### src/rtl/aes_mode_ctrl_if.sv
// Host and core-side signal bundle for aes_mode_ctrl. The host drives through "master";
// the controller sits on "slave".
interface aes_mode_ctrl_if #(
    parameter int unsigned BLK_S  = 128,
    parameter int unsigned KEY_S  = 128,
    parameter int unsigned WORD_S = 32
);
    logic                en;
    logic [0:WORD_S-1]   aes_cmd;
    logic [KEY_S-1:0]    aes_key;
    logic [BLK_S-1:0]    aes_iv;
    logic [BLK_S-1:0]    aes_plaintext;
    logic [BLK_S-1:0]    aes_ciphertext;
    logic                en_o;
    logic                err_o;
    logic                busy;
    logic [BLK_S-1:0]    iv_o;
    logic                core_en;
    logic [0:WORD_S-1]   core_cmd;
    logic [KEY_S-1:0]    core_key;
    logic [BLK_S-1:0]    core_blk;
    logic [BLK_S-1:0]    core_out;
    logic                core_en_o;

    modport master (
        output en, aes_cmd, aes_key, aes_iv, aes_plaintext, core_out, core_en_o,
        input  aes_ciphertext, en_o, err_o, busy, iv_o, core_en, core_cmd, core_key, core_blk
    );

    modport slave (
        input  en, aes_cmd, aes_key, aes_iv, aes_plaintext, core_out, core_en_o,
        output aes_ciphertext, en_o, err_o, busy, iv_o, core_en, core_cmd, core_key, core_blk
    );
endinterface

### src/rtl/aes_mode_ctrl.sv
// ECB/CBC/CTR chaining controller in front of the aes_top core (pulse handshake).
// Define AES_CTR_EN to build CTR mode and its counter incrementer; otherwise 0x40 is unknown.
module aes_mode_ctrl #(
    parameter int unsigned BLK_S  = 128,
    parameter int unsigned KEY_S  = 128,
    parameter int unsigned WORD_S = 32,
    parameter int unsigned CTR_W  = 32
) (
    input  logic               clk,
    input  logic               reset,
    aes_mode_ctrl_if.slave     bus
);
    localparam logic [7:0] OpSetKey = 8'h01;
    localparam logic [7:0] OpSetIv  = 8'h02;
    localparam logic [7:0] OpEcb    = 8'h10;
    localparam logic [7:0] OpCbc    = 8'h20;
`ifdef AES_CTR_EN
    localparam logic [7:0] OpCtr    = 8'h40;
`endif

    if (CTR_W < 1 || CTR_W > BLK_S) begin : g_ctr_w_check
        $error("CTR_W must be within 1..BLK_S");
    end

    typedef enum logic [1:0] {StIdle, StIssue, StWait, StDone} state_e;

    state_e             state_q, state_d;
    logic [7:0]         op_q, op_d;
    logic [KEY_S-1:0]   key_q, key_d;
    logic [BLK_S-1:0]   pt_q, pt_d;
    logic [BLK_S-1:0]   iv_q, iv_d;
    logic [BLK_S-1:0]   res_q, res_d;
    logic               err_q, err_d;

    logic [7:0]         op_in;
    logic               op_uses_core;
    logic               unused_cmd;

    assign op_in      = bus.aes_cmd[0:7];
    assign unused_cmd = ^bus.aes_cmd[8:WORD_S-1];

`ifdef AES_CTR_EN
    // Only the low CTR_W bits count; the carry out of them is discarded.
    localparam logic [BLK_S-1:0] CtrMask = {BLK_S{1'b1}} >> (BLK_S - CTR_W);
    logic [BLK_S-1:0] iv_inc;
    assign iv_inc       = (iv_q & ~CtrMask) | ((iv_q + BLK_S'(1)) & CtrMask);
    assign op_uses_core = (op_in == OpSetKey) || (op_in == OpEcb) || (op_in == OpCbc) ||
                          (op_in == OpCtr);
`else
    assign op_uses_core = (op_in == OpSetKey) || (op_in == OpEcb) || (op_in == OpCbc);
`endif

    always_comb begin
        state_d = state_q;
        op_d    = op_q;
        key_d   = key_q;
        pt_d    = pt_q;
        iv_d    = iv_q;
        res_d   = res_q;
        err_d   = err_q;
        unique case (state_q)
            // DONE accepts a new command exactly like IDLE for back-to-back streaming.
            StIdle, StDone: begin
                state_d = StIdle;
                err_d   = 1'b0;
                if (bus.en) begin
                    if (op_in == OpSetIv) begin
                        iv_d    = bus.aes_iv;
                        state_d = StDone;
                    end else if (op_uses_core) begin
                        op_d    = op_in;
                        key_d   = bus.aes_key;
                        pt_d    = bus.aes_plaintext;
                        state_d = StIssue;
                    end else begin
                        err_d   = 1'b1;
                        state_d = StDone;
                    end
                end
            end
            StIssue: state_d = StWait;
            StWait: begin
                if (bus.core_en_o) begin
                    state_d = StDone;
                    case (op_q)
                        OpEcb: res_d = bus.core_out;
                        OpCbc: begin
                            res_d = bus.core_out;
                            iv_d  = bus.core_out;
                        end
`ifdef AES_CTR_EN
                        OpCtr: begin
                            res_d = pt_q ^ bus.core_out;
                            iv_d  = iv_inc;
                        end
`endif
                        default: ;
                    endcase
                end
            end
            default: state_d = StIdle;
        endcase
    end

    always_ff @(posedge clk or negedge reset) begin
        if (!reset) begin
            state_q <= StIdle;
            op_q    <= '0;
            key_q   <= '0;
            pt_q    <= '0;
            iv_q    <= '0;
            res_q   <= '0;
            err_q   <= 1'b0;
        end else begin
            state_q <= state_d;
            op_q    <= op_d;
            key_q   <= key_d;
            pt_q    <= pt_d;
            iv_q    <= iv_d;
            res_q   <= res_d;
            err_q   <= err_d;
        end
    end

    logic               issue;
    logic [0:WORD_S-1]  core_cmd;
    logic [BLK_S-1:0]   core_blk;

    assign issue = (state_q == StIssue);

    // The core sees SET_KEY or a plain single-block encrypt; chaining stays here.
    always_comb begin
        core_cmd = '0;
        core_blk = '0;
        if (issue) begin
            core_cmd[0:7] = (op_q == OpSetKey) ? OpSetKey : OpEcb;
            case (op_q)
                OpCbc:   core_blk = pt_q ^ iv_q;
`ifdef AES_CTR_EN
                OpCtr:   core_blk = iv_q;
`endif
                default: core_blk = pt_q;
            endcase
        end
    end

    assign bus.core_en        = issue;
    assign bus.core_cmd       = core_cmd;
    assign bus.core_key       = issue ? key_q : '0;
    assign bus.core_blk       = core_blk;
    assign bus.aes_ciphertext = res_q;
    assign bus.iv_o           = iv_q;
    assign bus.en_o           = (state_q == StDone);
    assign bus.err_o          = (state_q == StDone) && err_q;
    assign bus.busy           = issue || (state_q == StWait);
endmodule

### src/flat_wrapper.sv
// flat-port wrapper written by rule: the top's interface ports become plain ports
module aes_mode_ctrl_flat 
#(
    parameter int unsigned BLK_S  = 128,
    parameter int unsigned KEY_S  = 128,
    parameter int unsigned WORD_S = 32,
    parameter int unsigned CTR_W  = 32
)
  (clk, reset, bus_en, bus_aes_cmd, bus_aes_key, bus_aes_iv, bus_aes_plaintext, bus_core_out, bus_core_en_o, bus_aes_ciphertext, bus_en_o, bus_err_o, bus_busy, bus_iv_o, bus_core_en, bus_core_cmd, bus_core_key, bus_core_blk);
  aes_mode_ctrl_if #(.BLK_S(BLK_S), .KEY_S(KEY_S), .WORD_S(WORD_S)) bus_i ();
  input  logic clk;
  input  logic reset;
  input wire logic [$bits(bus_i.en)-1:0] bus_en;
  input wire logic [$bits(bus_i.aes_cmd)-1:0] bus_aes_cmd;
  input wire logic [$bits(bus_i.aes_key)-1:0] bus_aes_key;
  input wire logic [$bits(bus_i.aes_iv)-1:0] bus_aes_iv;
  input wire logic [$bits(bus_i.aes_plaintext)-1:0] bus_aes_plaintext;
  input wire logic [$bits(bus_i.core_out)-1:0] bus_core_out;
  input wire logic [$bits(bus_i.core_en_o)-1:0] bus_core_en_o;
  output wire logic [$bits(bus_i.aes_ciphertext)-1:0] bus_aes_ciphertext;
  output wire logic [$bits(bus_i.en_o)-1:0] bus_en_o;
  output wire logic [$bits(bus_i.err_o)-1:0] bus_err_o;
  output wire logic [$bits(bus_i.busy)-1:0] bus_busy;
  output wire logic [$bits(bus_i.iv_o)-1:0] bus_iv_o;
  output wire logic [$bits(bus_i.core_en)-1:0] bus_core_en;
  output wire logic [$bits(bus_i.core_cmd)-1:0] bus_core_cmd;
  output wire logic [$bits(bus_i.core_key)-1:0] bus_core_key;
  output wire logic [$bits(bus_i.core_blk)-1:0] bus_core_blk;
  assign bus_i.en = bus_en;
  assign bus_i.aes_cmd = bus_aes_cmd;
  assign bus_i.aes_key = bus_aes_key;
  assign bus_i.aes_iv = bus_aes_iv;
  assign bus_i.aes_plaintext = bus_aes_plaintext;
  assign bus_i.core_out = bus_core_out;
  assign bus_i.core_en_o = bus_core_en_o;
  assign bus_aes_ciphertext = bus_i.aes_ciphertext;
  assign bus_en_o = bus_i.en_o;
  assign bus_err_o = bus_i.err_o;
  assign bus_busy = bus_i.busy;
  assign bus_iv_o = bus_i.iv_o;
  assign bus_core_en = bus_i.core_en;
  assign bus_core_cmd = bus_i.core_cmd;
  assign bus_core_key = bus_i.core_key;
  assign bus_core_blk = bus_i.core_blk;
  aes_mode_ctrl #(.BLK_S(BLK_S), .KEY_S(KEY_S), .WORD_S(WORD_S), .CTR_W(CTR_W)) u_core (.clk(clk), .reset(reset), .bus(bus_i));
endmodule
### config.mk
export PLATFORM = sky130hd
export DESIGN_NAME = aes_mode_ctrl_flat
export DESIGN_NICKNAME = d
export VERILOG_FILES = /design/src/rtl/aes_mode_ctrl_if.sv /design/src/rtl/aes_mode_ctrl.sv /design/src/flat_wrapper.sv
export SDC_FILE = /design/constraint.sdc
export NUM_CORES = 1
export LEC_CHECK = 0
export ABC_AREA = 1
export BUFFER_PORTS_ARGS = -buffer_cell sky130_fd_sc_hd__buf_2
export CAP_MARGIN = 10
export CORE_AREA = 2 2 421 423
export DETAILED_ROUTE_END_ITERATION = 10
export DIE_AREA = 0 0 423 425
export REMOVE_ABC_BUFFERS = 1
export SLEW_MARGIN = 0
export SYNTH_ARGS = -nofsm -noshare
export SYNTH_HDL_FRONTEND = slang
export SYNTH_SLANG_ARGS = --single-unit
export TNS_END_PERCENT = 5
### constraint.sdc
create_clock -name clk -period 1.8 [get_ports clk]
set_clock_uncertainty 0.05 [all_clocks]
set_input_delay 0 -clock clk [delete_from_list [all_inputs] [get_ports clk]]
set_output_delay 0 -clock clk [all_outputs]
set_load 0.1 [all_outputs]
==> impl_metrics.tcl <==
set metrics [dict create \
    status "complete, but fails checks" \
    violations "setup timing" \
    path_cells "buf_6 -> inv_4 -> ha_4 -> buf_12 -> buf_16 -> buf_16 -> nand2_4 -> nor2_4 -> buf_12" \
    grt_max_degree 75 \
    path_buf_inv 6 \
    rsz0062_at_grt "true" \
    max_freq_mhz 397 \
    path_clk_slew_ps 60 \
    final_nets 5829 \
    ys_ff_latch 523 \
    post-place-ws_ps -433 \
    htree_levels 3 \
    die-area_um2 180000 \
    syn-cell-area_um2 25800 \
    yosysUniqueCellTypes 23 \
    fin_ws_ps -718 \
    tightest_slew_ps 869 \
    cap_violations 0 \
    ys_top_cells_by_count "1305 x nand2_1, 523 x dfrtp_1, 389 x nand3_1, 277 x inv_1, 258 x o21ai_0" \
    yosysSeqAreaShare_pct 50.8 \
    final.period_utilization_pct 140 \
    start_util_pct 14.7 \
    hpwl_um 125000 \
    end_kind "output port" \
    vias_per_cell 4.25 \
    dpl-instance-area_um2 39400 \
    slowest_delay_ps 400 \
    grt_pass1_wl_um 230000 \
    vias 32600 \
    drtPass1Iterations 6 \
    cts.sink_count 523 \
    portBuffers 1041 \
    area_delta_synth_final_pct 96.5 \
    numCtsBuffers 67 \
    cts_root_buf "clkbuf_16" \
    placementRows 154 \
    syn_avg_cell_area_um2 7.46 \
    grt_pass1_vias 31900 \
    crit_required_ps 1750 \
    drt-initial-drc-count 3008 \
    antenna_left 0 \
    insertion_delay_ps 680 \
    postLayoutCellArea_um2 50700 \
    grt_overflow_total 0 \
    hold_viol_final 0 \
    core_um2 175000 \
    antenna_found_initial 24 \
    crit_type "reg -> out" \
    synth_ff_type "dfrtp_1" \
    synth_edf_count 0 \
    setup_viol 773 \
    path_delay_family "buffers and inverters" \
    fin_crit_ps 2520 \
    synth.most_common_cell "nand2_1" \
    async_flop_share_pct 100 \
    drc 0 \
    syn-instance-count 3454 \
    crit_path_max_fanout 7 \
    io_pins 1096 \
    crit_slowest_cell "dfrtp_1" \
    leakagePower_nw 25.1 \
    gp_congestion 1.00 \
    die_w_um 423 \
    synth.top_cells.by_area "dfrtp_1 51%, nand2_1 19%, nand3_1 7.6%" \
    synth_area_leader_cell "dfrtp_1" \
    yosysTopAreaCellShare_pct 50.8 \
    ys_warn_count 0 \
    cts_buffer_depth 3 \
    die_y_um 425 \
    irDropWorstVdd_mv 1.12 \
    cp-start-kind "flip-flop" \
    cp_data_arrival_time_ps 2470 \
    hold_path_class "in -> reg" \
    wl_per_cell_um 22.0 \
    slew-limit-headroom_pct 41.9 \
    cts_tree "built" \
    gr-usage-all-layers_pct 17.6 \
    wl_um 169000 \
    drive_above_1_share_pct 35.0 \
    p_per_area_nw_per_um2 1420 \
    maxSlewViolCount 0 \
]
[flip-flops by register name, summed over array words and instances, names as in the netlist]
signal / cells
u_core.state_q: 2
u_core.bus.aes_ciphertext: 128
u_core.bus.iv_o: 128
u_core.pt_q: 128
u_core.key_q: 128
u_core.op_q: 8
u_core.err_q: 1
[cell usage in the layout, fill, tap and decap left out, types with 10 or more instances in the layout]
cell,count
dfrtp_1,523
diode_2,10
nand3_1,366
buf_16,16
dlygate4sd3_1,632
clkbuf_16,86
buf_6,43
buf_4,189
nand2_4,13
nand2_2,69
buf_12,329
inv_1,172
nor2_1,25
nand2_1,1222
buf_2,765
nand4_1,130
buf_8,18
o21ai_0,256
a21oi_2,32
conb_1,30
clkbuf_8,14
nand3_2,21
a21oi_4,11
inv_2,100
nor2_2,79
a21oi_1,86
clkbuf_1,16
nor2_4,44
[per-layer routing]
layer	wire length (µm)	global-route usage (%)	vias to the layer above
li1	-	-	14600
met1	62800	20.6	15900
met2	81800	29.7	1735
met3	15900	5.32	331
met4	8160	7.89	14
met5	92	0	-
[where the power goes]
group | internal (W) | switching, W | total (W)
Combinational | 0.0117 | 0.0288 | 0.0404
Sequential | 0.0144 | 0.00336 | 0.0178
Clock | 0.00780 | 0.00599 | 0.0138
[worst paths after layout]
check | cells past startpoint | slack (ps) | endpoint | start
min reg2reg | 2 | 420 | u_core.key_q[84] | u_core.key_q[84]
max reg2reg | 10 | -300 | u_core.bus.iv_o[105] | u_core.state_q[1]
max | 9 | -720 | bus_core_blk[11] | u_core.state_q[1]
min in group asynchronous | 3 | 540 | u_core.bus.aes_ciphertext[102] | reset
min | 4 | 60 | u_core.key_q[74] | bus_aes_key[74]
max in group asynchronous | 5 | 230 | u_core.bus.iv_o[45] | reset
[per-stage QoR]
step / hold slack, ps / utilization (%) / std cells / setup TNS (ps) / power [W]
finish: 57.4 / 28.9 / 7677 / -220640 / 0.0720
CTS: 0.466 / 28.0 / 7640 / -281900 / 0.0709
floorplan: -346 / - / 3200 / -4299670 / 0.0334
global placement: -144 / 22.5 / 6849 / -50370 / 0.0536
global route: 15.4 / 28.9 / 7675 / -301070 / 0.0753
detailed placement: -140 / 22.5 / 6849 / -52080 / 0.0538
[what timing repair did]
action,4_1_cts,5_1_grt
pin swaps,76,113
endpoints found under the setup margin,737,816
cloned,8,16
gates resized for setup,252,343
hold buffers,632,0
setup buffers,33,22
endpoints found under the hold margin,1041,0
[worst min-delay path, delay by kind of cell]
kind          cells  cell delay (ps)
simple gates      2              130
buf+inv           2              630
[cell type report]
class / count / area (µm²)
clock inverters: 19 / 175
repair buffers: 2009 / 19800
inverters: 278 / 1070
fillers: 18400 / 125000
well taps: 2340 / 2930
clock buffers: 99 / 1980
flip-flops and latches: 523 / 13100
multi-input cells: 2399 / 11600
diodes: 10 / 25.0
[cell families (layout without fill, tap and decap cells)]
logic type                 Yosys count  count (layout)  synth area share (%)
and+or+nand+nor                   1976            1976                  32.0
DFF                                523             523                  50.8
adders and majority gates            3               3                 0.146
AOI/OAI and AO/OA                  390             390                  7.59
buffers and inverters              561            2405                  9.48
other                                1              40                0.0145
(Power assumes the default switching activity.)
